[config.mk]
export PLATFORM = sky130hd
export DESIGN_NAME = image_line_rd_scheduler
export DESIGN_NICKNAME = d
export VERILOG_FILES = /design/src/rtl/image_line_rd_scheduler.sv
export SDC_FILE = /design/constraint.sdc
export NUM_CORES = 1
export LEC_CHECK = 0
export CORE_ASPECT_RATIO = 1.25
export CORE_MARGIN = 8
export CORE_UTILIZATION = 62
export CTS_CLUSTER_SIZE = 10
export DETAILED_ROUTE_END_ITERATION = 8
export PLACE_DENSITY = 0.86
export SYNTH_ARGS = -nofsm -noshare
export SYNTH_HDL_FRONTEND = slang
export SYNTH_SLANG_ARGS = --single-unit
[constraint.sdc]
create_clock -name clk -period 16.1 [get_ports clk]
set_input_delay 3.22 -clock clk [delete_from_list [all_inputs] [get_ports clk]]
set_output_delay 3.22 -clock clk [all_outputs]
set_load 0.02 [all_outputs]
[src/rtl/image_line_rd_scheduler.sv]
// Line-buffer read scheduler for a scaler: walks the destination raster,
// issues source column reads and releases consumed source rows.
module image_line_rd_scheduler (
   input  logic        clk,
   input  logic        reset_n,
   input  logic        start,
   input  logic [10:0] img_width,
   input  logic [10:0] src_height,
   input  logic [10:0] dst_width,
   input  logic [10:0] dst_height,
   input  logic [15:0] x_step,
   input  logic [15:0] y_step,
   input  logic        rd_ready,
   input  logic        src_frame_done,
   input  logic        dst_ready,
   output logic        rd_en,
   output logic [10:0] rd_addr,
   output logic        rd_finish,
   output logic [11:0] frac_x_o,
   output logic [11:0] frac_y_o,
   output logic        meta_valid_o,
   output logic        last_col_o,
   output logic        last_row_o,
   output logic        busy,
   output logic        done
);

   localparam logic [2:0] S_IDLE  = 3'd0;
   localparam logic [2:0] S_WAIT  = 3'd1;
   localparam logic [2:0] S_LINE  = 3'd2;
   localparam logic [2:0] S_ADV   = 3'd3;
   localparam logic [2:0] S_FLUSH = 3'd4;

   logic [2:0]  r_state;
   logic [10:0] r_img_w;
   logic [10:0] r_src_h;
   logic [10:0] r_dst_w;
   logic [10:0] r_dst_h;
   logic [15:0] r_x_step;
   logic [15:0] r_y_step;
   logic [22:0] r_x_acc;
   logic [22:0] r_y_acc;
   logic [10:0] r_out_row;
   logic [10:0] r_col;
   logic [10:0] r_rel_cnt;

   logic        r_p1_vld, r_p2_vld;
   logic [11:0] r_p1_fx, r_p2_fx;
   logic [11:0] r_p1_fy, r_p2_fy;
   logic        r_p1_lc, r_p2_lc;
   logic        r_p1_lr, r_p2_lr;

   logic [10:0] w_x_int;
   logic [10:0] w_img_max;
   logic [10:0] w_addr;
   logic [10:0] w_y_int;
   logic [10:0] w_rel_lim;
   logic [10:0] w_adv_lim;
   logic [23:0] w_x_sum;
   logic [23:0] w_y_sum;
   logic [22:0] w_x_next;
   logic [22:0] w_y_next;
   logic        w_last_col;
   logic        w_last_row;
   logic        w_adv_rel;
   logic        w_flush_go;
   logic        w_flush_rel;

   assign w_x_int   = r_x_acc[22:12];
   assign w_img_max = r_img_w - 11'd1;
   assign w_addr    = (w_x_int > w_img_max) ? w_img_max : w_x_int;
   assign w_y_int   = r_y_acc[22:12];
   // Keep the last three source rows resident until the frame flush.
   assign w_rel_lim = (r_src_h < 11'd3) ? 11'd0 : r_src_h - 11'd3;
   assign w_adv_lim = (w_y_int < w_rel_lim) ? w_y_int : w_rel_lim;

   // Accumulators saturate instead of wrapping.
   assign w_x_sum  = {1'b0, r_x_acc} + {8'd0, r_x_step};
   assign w_y_sum  = {1'b0, r_y_acc} + {8'd0, r_y_step};
   assign w_x_next = w_x_sum[23] ? '1 : w_x_sum[22:0];
   assign w_y_next = w_y_sum[23] ? '1 : w_y_sum[22:0];

   assign w_last_col  = (r_col == r_dst_w - 11'd1);
   assign w_last_row  = (r_out_row == r_dst_h - 11'd1);
   assign w_adv_rel   = (r_state == S_ADV) && (r_rel_cnt < w_adv_lim);
   assign w_flush_go  = (r_state == S_FLUSH) && src_frame_done;
   assign w_flush_rel = w_flush_go && (r_rel_cnt < r_src_h);

   assign rd_en     = (r_state == S_LINE) && dst_ready;
   assign rd_addr   = rd_en ? w_addr : 11'd0;
   assign rd_finish = w_adv_rel | w_flush_rel;
   assign done      = w_flush_go && !(r_rel_cnt < r_src_h);
   assign busy      = (r_state != S_IDLE);

   assign meta_valid_o = r_p2_vld;
   assign frac_x_o     = r_p2_fx;
   assign frac_y_o     = r_p2_fy;
   assign last_col_o   = r_p2_lc;
   assign last_row_o   = r_p2_lr;

   always_ff @(posedge clk or negedge reset_n) begin
      if (!reset_n) begin
         r_state   <= S_IDLE;
         r_img_w   <= '0;
         r_src_h   <= '0;
         r_dst_w   <= '0;
         r_dst_h   <= '0;
         r_x_step  <= '0;
         r_y_step  <= '0;
         r_x_acc   <= '0;
         r_y_acc   <= '0;
         r_out_row <= '0;
         r_col     <= '0;
         r_rel_cnt <= '0;
      end else begin
         case (r_state)
            S_IDLE: begin
               if (start) begin
                  r_img_w   <= img_width;
                  r_src_h   <= src_height;
                  r_dst_w   <= dst_width;
                  r_dst_h   <= dst_height;
                  r_x_step  <= x_step;
                  r_y_step  <= y_step;
                  r_x_acc   <= '0;
                  r_y_acc   <= '0;
                  r_out_row <= '0;
                  r_col     <= '0;
                  r_rel_cnt <= '0;
                  r_state   <= S_WAIT;
               end
            end
            S_WAIT: begin
               if (rd_ready) begin
                  r_x_acc <= '0;
                  r_col   <= '0;
                  r_state <= S_LINE;
               end
            end
            S_LINE: begin
               if (dst_ready) begin
                  r_x_acc <= w_x_next;
                  r_col   <= r_col + 11'd1;
                  if (w_last_col) begin
                     r_y_acc <= w_y_next;
                     r_state <= S_ADV;
                  end
               end
            end
            S_ADV: begin
               if (w_adv_rel) begin
                  r_rel_cnt <= r_rel_cnt + 11'd1;
               end else if (!w_last_row) begin
                  r_out_row <= r_out_row + 11'd1;
                  r_state   <= S_WAIT;
               end else begin
                  r_state <= S_FLUSH;
               end
            end
            S_FLUSH: begin
               if (w_flush_rel) begin
                  r_rel_cnt <= r_rel_cnt + 11'd1;
               end else if (w_flush_go) begin
                  r_state <= S_IDLE;
               end
            end
            default: r_state <= S_IDLE;
         endcase
      end
   end

   // Metadata rides two stages to line up with the buffer's read data.
   always_ff @(posedge clk or negedge reset_n) begin
      if (!reset_n) begin
         r_p1_vld <= 1'b0;
         r_p1_fx  <= '0;
         r_p1_fy  <= '0;
         r_p1_lc  <= 1'b0;
         r_p1_lr  <= 1'b0;
         r_p2_vld <= 1'b0;
         r_p2_fx  <= '0;
         r_p2_fy  <= '0;
         r_p2_lc  <= 1'b0;
         r_p2_lr  <= 1'b0;
      end else begin
         r_p1_vld <= rd_en;
         r_p1_fx  <= rd_en ? r_x_acc[11:0] : 12'd0;
         r_p1_fy  <= rd_en ? r_y_acc[11:0] : 12'd0;
         r_p1_lc  <= rd_en && w_last_col;
         r_p1_lr  <= rd_en && w_last_row;
         r_p2_vld <= r_p1_vld;
         r_p2_fx  <= r_p1_fx;
         r_p2_fy  <= r_p1_fy;
         r_p2_lc  <= r_p1_lc;
         r_p2_lr  <= r_p1_lr;
      end
   end

endmodule

# [Word level (Yosys, flattened, before mapping)]
# Cells that the tools add are included.
# W data, S select, Z words.
[classes] n_addsub=9 mul=0 n_div=0 magnitude_cmp=5 eq_ne=16 shifts=0 muxes=34 n_bitwise=1 n_reduce_logical=20
[op_table] cell="$mux W23" count=7
[op_table] cell="$mux W11" count=11
[op_table] cell="$pmux W23 S3" count=1
[op_table] cell="$pmux W11 S3" count=2
[op_table] cell="$add A23 B16 Y24" count=2
[op_table] cell="$pmux W23 S2" count=1
[op_table] cell="$add A11 B1 Y11 const B" count=3
[op_table] cell="$lt A11 B11 Y1" count=3
[op_table] cell="$sub A11 B1 Y11 const B" count=3
[op_table] cell="$mux W12" count=2
[op_table] cell="$mux W3" count=8
[op_table] cell="$eq A11 B11 Y1" count=2
[op_table] cell="$pmux W11 S2" count=1
[op_table] cell="$ne A2 B2 Y1 const B" count=10
[op_table] cell="$reduce_and A4 Y1" count=4
[op_table] cell="$pmux W3 S5" count=1
[op_table] cell="$gt A11 B11 Y1" count=1
[op_table] cell="$lt A11 B2 Y1 const B" count=1
[op_table] cell="$sub A11 B2 Y11 const B" count=1
[op_table] cell="$reduce_bool A3 Y1" count=3
[op_table] cell="$logic_and A1 B1 Y1" count=7
[op_table] cell="$reduce_and A7 Y1" count=1
[op_table] cell="$eq A3 B2 Y1 const B" count=2
[op_table] cell="$reduce_bool A2 Y1" count=2
[op_table] cell="other kinds (6)" count=6
[word_totals] register_bits=212 latchBits=0 ram_bits=0 romBits=0 input_bits=82 wordCells=107 memories=0

# [Depth between registers and ports, before layout]
[logic_depth] ltp_word=8 depth_mapped=23 mapped_depth_nobuf=20

# [Worst setup path after synthesis]
# No wires, ideal clock.
[synth_timing] kind="flip-flop to output port" startpoint="reg r_src_h[5]" endpoint="out rd_finish" arrival_time_ns=4.904 required_time_ns=12.880 path_slack_ns=7.976 stages_incl_launch_ff=19 cell_sequence="dfrtp_1 > or4_4 > buf_6 > nor4_1 > nand3_1 > nand2_1 > ha_1 > a211oi_1 > nand2_1 > a221oi_1 > clkbuf_1 > mux2_2 > ha_1 > nand4_1 > a211oi_1 > a31oi_2 > and2_4 > a21oi_1 > inv_1"
[synth_via] elab_chain_len=7 elab_cells_between_ends=10
[synth_lines] item="start: declaration" line="36" text="logic [10:0] r_src_h;"
[synth_lines] item="start signal: assignment" line="120" text="r_src_h <= src_height;"
[synth_lines] item="$sub A11 B2 Y11 / $lt A11 B2 Y1 (equally long branches)" line="74" text="assign w_rel_lim = (r_src_h < 11'd3) ? 11'd0 : r_src_h - 11'd3;"
[synth_lines] item="$mux W11" line="74"
[synth_lines] item="$lt A11 B11 Y1" line="75" text="assign w_adv_lim = (w_y_int < w_rel_lim) ? w_y_int : w_rel_lim;"
[synth_lines] item="$mux W11" line="75"
[synth_lines] item="$lt A11 B11 Y1" line="85" text="assign w_adv_rel = (r_state == S_ADV) && (r_rel_cnt < w_adv_lim);"
[synth_lines] item="$logic_and A1 B1 Y1" line="85"
[synth_lines] item="$or A1 B1 Y1 *" line="91" text="assign rd_finish = w_adv_rel | w_flush_rel;"
[synth_lines] item="end: declaration" line="18" text="output logic rd_finish,"
# Every way passes the cells marked *; elsewhere a longest branch is shown, timed or not.

# [Worst setup path in the final report]
# Same ends and word-level chain as after synthesis.

==> impl_metrics.toml <==
[power]
ir_worst_vdd_mv = 0.0922
leakage_uw = 0.00695
power_density_nw_per_um2 = 77.2
p_comb_frac = 0.065
swShare = 0.234
pwr-share-seq = 0.500
clkPwrFrac = 0.435
p_switching_uw = 261
p_int_uw = 854

[logic_synthesis]
ys.flop_type = "dfrtp_1"
synth-warning-count = 0
synth_top_cell_area_share = 0.430
ys_seq_area_frac = 0.430
synth_edf_count = 0
synth_area_leader_cell = "dfrtp_1"
syn_avg_cell_area_um2 = 8.84
syn_area_um2 = 12300
synth_cell_types = 77
synthTopCellsByArea = "dfrtp_1 43%, nand2_1 9.6%, ha_1 8.1%"
ys_ff_latch = 212
netlist_instances = 1395
async_flop_share = 1.00
syn-num-nets = 1559

[clock_network]
cts_resized = 0
cts_num_sinks = 212
cts_tree = "built"
insertion_delay_ns = 0.53
cts_setup_buffers = 0
cts-root-buf = "clkbuf_16"
cts_hold_buf = 0
cts_made_buffers = 25
clockBufferDepth = 3
path_clk_slew_ns = 0.05
htreeDepth = 1

[critical_path]
critPathArrivalTime_ns = 6.28
endpoint_kind = "output pin"
critPathKind = "reg -> out"
path_cells = "or4_4 > nor4_1 > nand3_1 > nand2_1 > ha_1 > a211oi_1 > nand2_1 > a221oi_1 > buf_4 > mux2_2 > ha_1 > a21o_1 > a21o_1 > a21oi_1 > o21ai_0 > a31oi_2 > and2_4 > a21oi_1 > inv_1 > clkdlybuf4s50_1"
critical_path.slowest_cell = "clkdlybuf4s50_1"
path_max_fanout = 14
crit_path_start_kind = "register"
cp_data_required_time_ns = 12.88
max_stage_delay_ns = 0.60

[floorplan]
num_rows = 57
core_area_um2 = 19500
initial_core_util = 0.634
fp.dieArea_um2 = 24700
die-width_um = 142
top_level_ports = 124
die_h_um = 174

[timing]
slew_headroom = 0.245
min_period_over_period = 0.590
grt_setup_unrepaired = "false"
worstMarginPinSlew_ns = 1.13
slew_viol_final = 0
skew_ns = 0.0121
finalHoldViolCount = 0
tns_ns = 0
fin_hold_ws_ns = 0.343
max_freq_ghz = 0.105
finalSetupViolCount = 0
period_needed_ns = 9.50

[layout]
n_antenna_cell = 0
finalNetCount = 1665
seqCellArea_um2 = 5310
area_delta_synth_final_pct = 17.1
multi_input_area_um2 = 6630
drive_above_1_share = 0.0445
final_common_cell = "nand2_1"
fillers = 1412
final_cell_mix = "315 x nand2_1, 212 x dfrtp_1, 122 x clkdlybuf4s50_1"

[route]
antenna_left = 0
drcViolationCount = 0
drt_iter0_drc = 764
drt-pass1-iter-count = 6
vias = 10600
wl_per_cell_um = 17.2
wirelength_um = 30400
vias_per_cell = 5.99

[place]
hpwl_um = 21500
port_buffers = 123
gp_congestion = 0.960

[hold_path]
hold_path_class = "reg -> reg"

[global_route]
grt_pass1_wl_um = 51000
overflow = 0
grt_pass1_vias = 10600
antenna_found_initial = 0
grt_max_degree = 75
track_usage = 0.249

[run]
cap_viol_max_count = 0

[outcome]
status = "finished clean"
## registers in the layout, indices dropped and copies added, names as in the netlist, 3 cells and up
name       flops
r_y_acc       23
r_col         11
r_p1_fx       12
r_dst_w       11
frac_x_o      12
r_y_step      16
r_rel_cnt     11
r_state        3
r_dst_h       11
r_x_acc       23
r_img_w       11
r_src_h       11
frac_y_o      12
r_p1_fy       12
r_out_row     11
r_x_step      16
## path summary, 6_finish.rpt
path	to	cells after the start	start	slack (ns)
worst min register to register	frac_x_o[6]	0	r_p1_fx[6]	0.34
worst min-delay path	frac_x_o[6]	0	r_p1_fx[6]	0.34
min in group asynchronous	r_y_step[9]	1	reset_n	2.71
worst max-delay path	rd_finish	20	r_src_h[5]	6.60
worst max register to register	r_rel_cnt[5]	20	r_src_h[5]	10.22
max in group asynchronous	r_src_h[2]	2	reset_n	12.03
## power by group through the flow
stage / clock network, uW / registers (uW) / logic [uW]
after detailed placement: 0 / 567 / 71.5
after global routing: 517 / 558 / 83.3
final: 486 / 558 / 72.0
after global placement: 0 / 566 / 68.2
after floorplan: 0 / 559 / 32.9
after CTS: 493 / 558 / 72.8
## cell type report
class | count | share of cell area
timing repair buffer | 134 | 0.0912
multi-input combinational | 1075 | 0.459
sequential | 212 | 0.367
inverter | 53 | 0.0138
tap | 265 | 0.0230
clock inverter | 3 | 0.00208
clock buffer | 27 | 0.0438
## metrics by stage
step | worst slack, ns | util | instance area, um^2 | instances | power [uW]
6_report | 6.60 | 0.742 | 14400 | 1769 | 1120
5_1_grt | 6.06 | 0.742 | 14400 | 1769 | 1160
4_1_cts | 6.66 | 0.742 | 14400 | 1769 | 1120
3_5_place_dp | 7.12 | 0.708 | 13800 | 1739 | 639
3_3_place_gp | 7.20 | 0.708 | 13800 | 1739 | 634
2_1_floorplan | 7.98 | - | 12300 | 1395 | 592
## cells by family after synthesis
| group | share of synthesized area |
|---|---|
| AOI/OAI and AO/OA | 0.157 |
| and+or+nand+nor | 0.220 |
| muxes | 0.0235 |
| buffers and inverters | 0.0336 |
| DFF | 0.430 |
| xor gates and xnor gates | 0.0511 |
| adders and majority gates | 0.0844 |
## routing by layer
layer	vias to the layer above	wire [um]	global-route usage
met5	-	0	0
met2	364	15400	0.437
met4	0	1080	0.105
met1	5067	12400	0.298
li1	5089	-	-
met3	80	1520	0.0331
## synth_stat cells, types with 6 or more instances
| cell | number |
|---|---|
| a211oi_1 | 12 |
| a21o_1 | 12 |
| a21oi_1 | 58 |
| a31oi_1 | 15 |
| and2_1 | 7 |
| and3_1 | 29 |
| clkbuf_1 | 48 |
| dfrtp_1 | 212 |
| ha_1 | 80 |
| inv_1 | 52 |
| mux2_2 | 7 |
| mux2i_1 | 20 |
| nand2_1 | 316 |
| nand2b_1 | 18 |
| nand3_1 | 26 |
| nand4_1 | 17 |
| nor2_1 | 78 |
| nor2b_1 | 10 |
| nor3_1 | 23 |
| nor4_1 | 15 |
| o2111ai_1 | 6 |
| o211ai_1 | 8 |
| o21a_1 | 21 |
| o21ai_0 | 111 |
| o31ai_1 | 10 |
| or3_1 | 12 |
| or4_1 | 7 |
| xnor2_1 | 45 |
| xor2_1 | 27 |
## critical path, delay by kind of cell, from the launching register on
| kind | cells | cell delay, ns |
|---|---|---|
| compound gates | 8 | 1.63 |
| buf+inv | 3 | 0.94 |
| mux | 1 | 0.36 |
| flops | 1 | 0.37 |
| simple gates | 6 | 1.91 |
| fa+ha+maj | 2 | 0.54 |
Power figures use the tool's default switching activity.
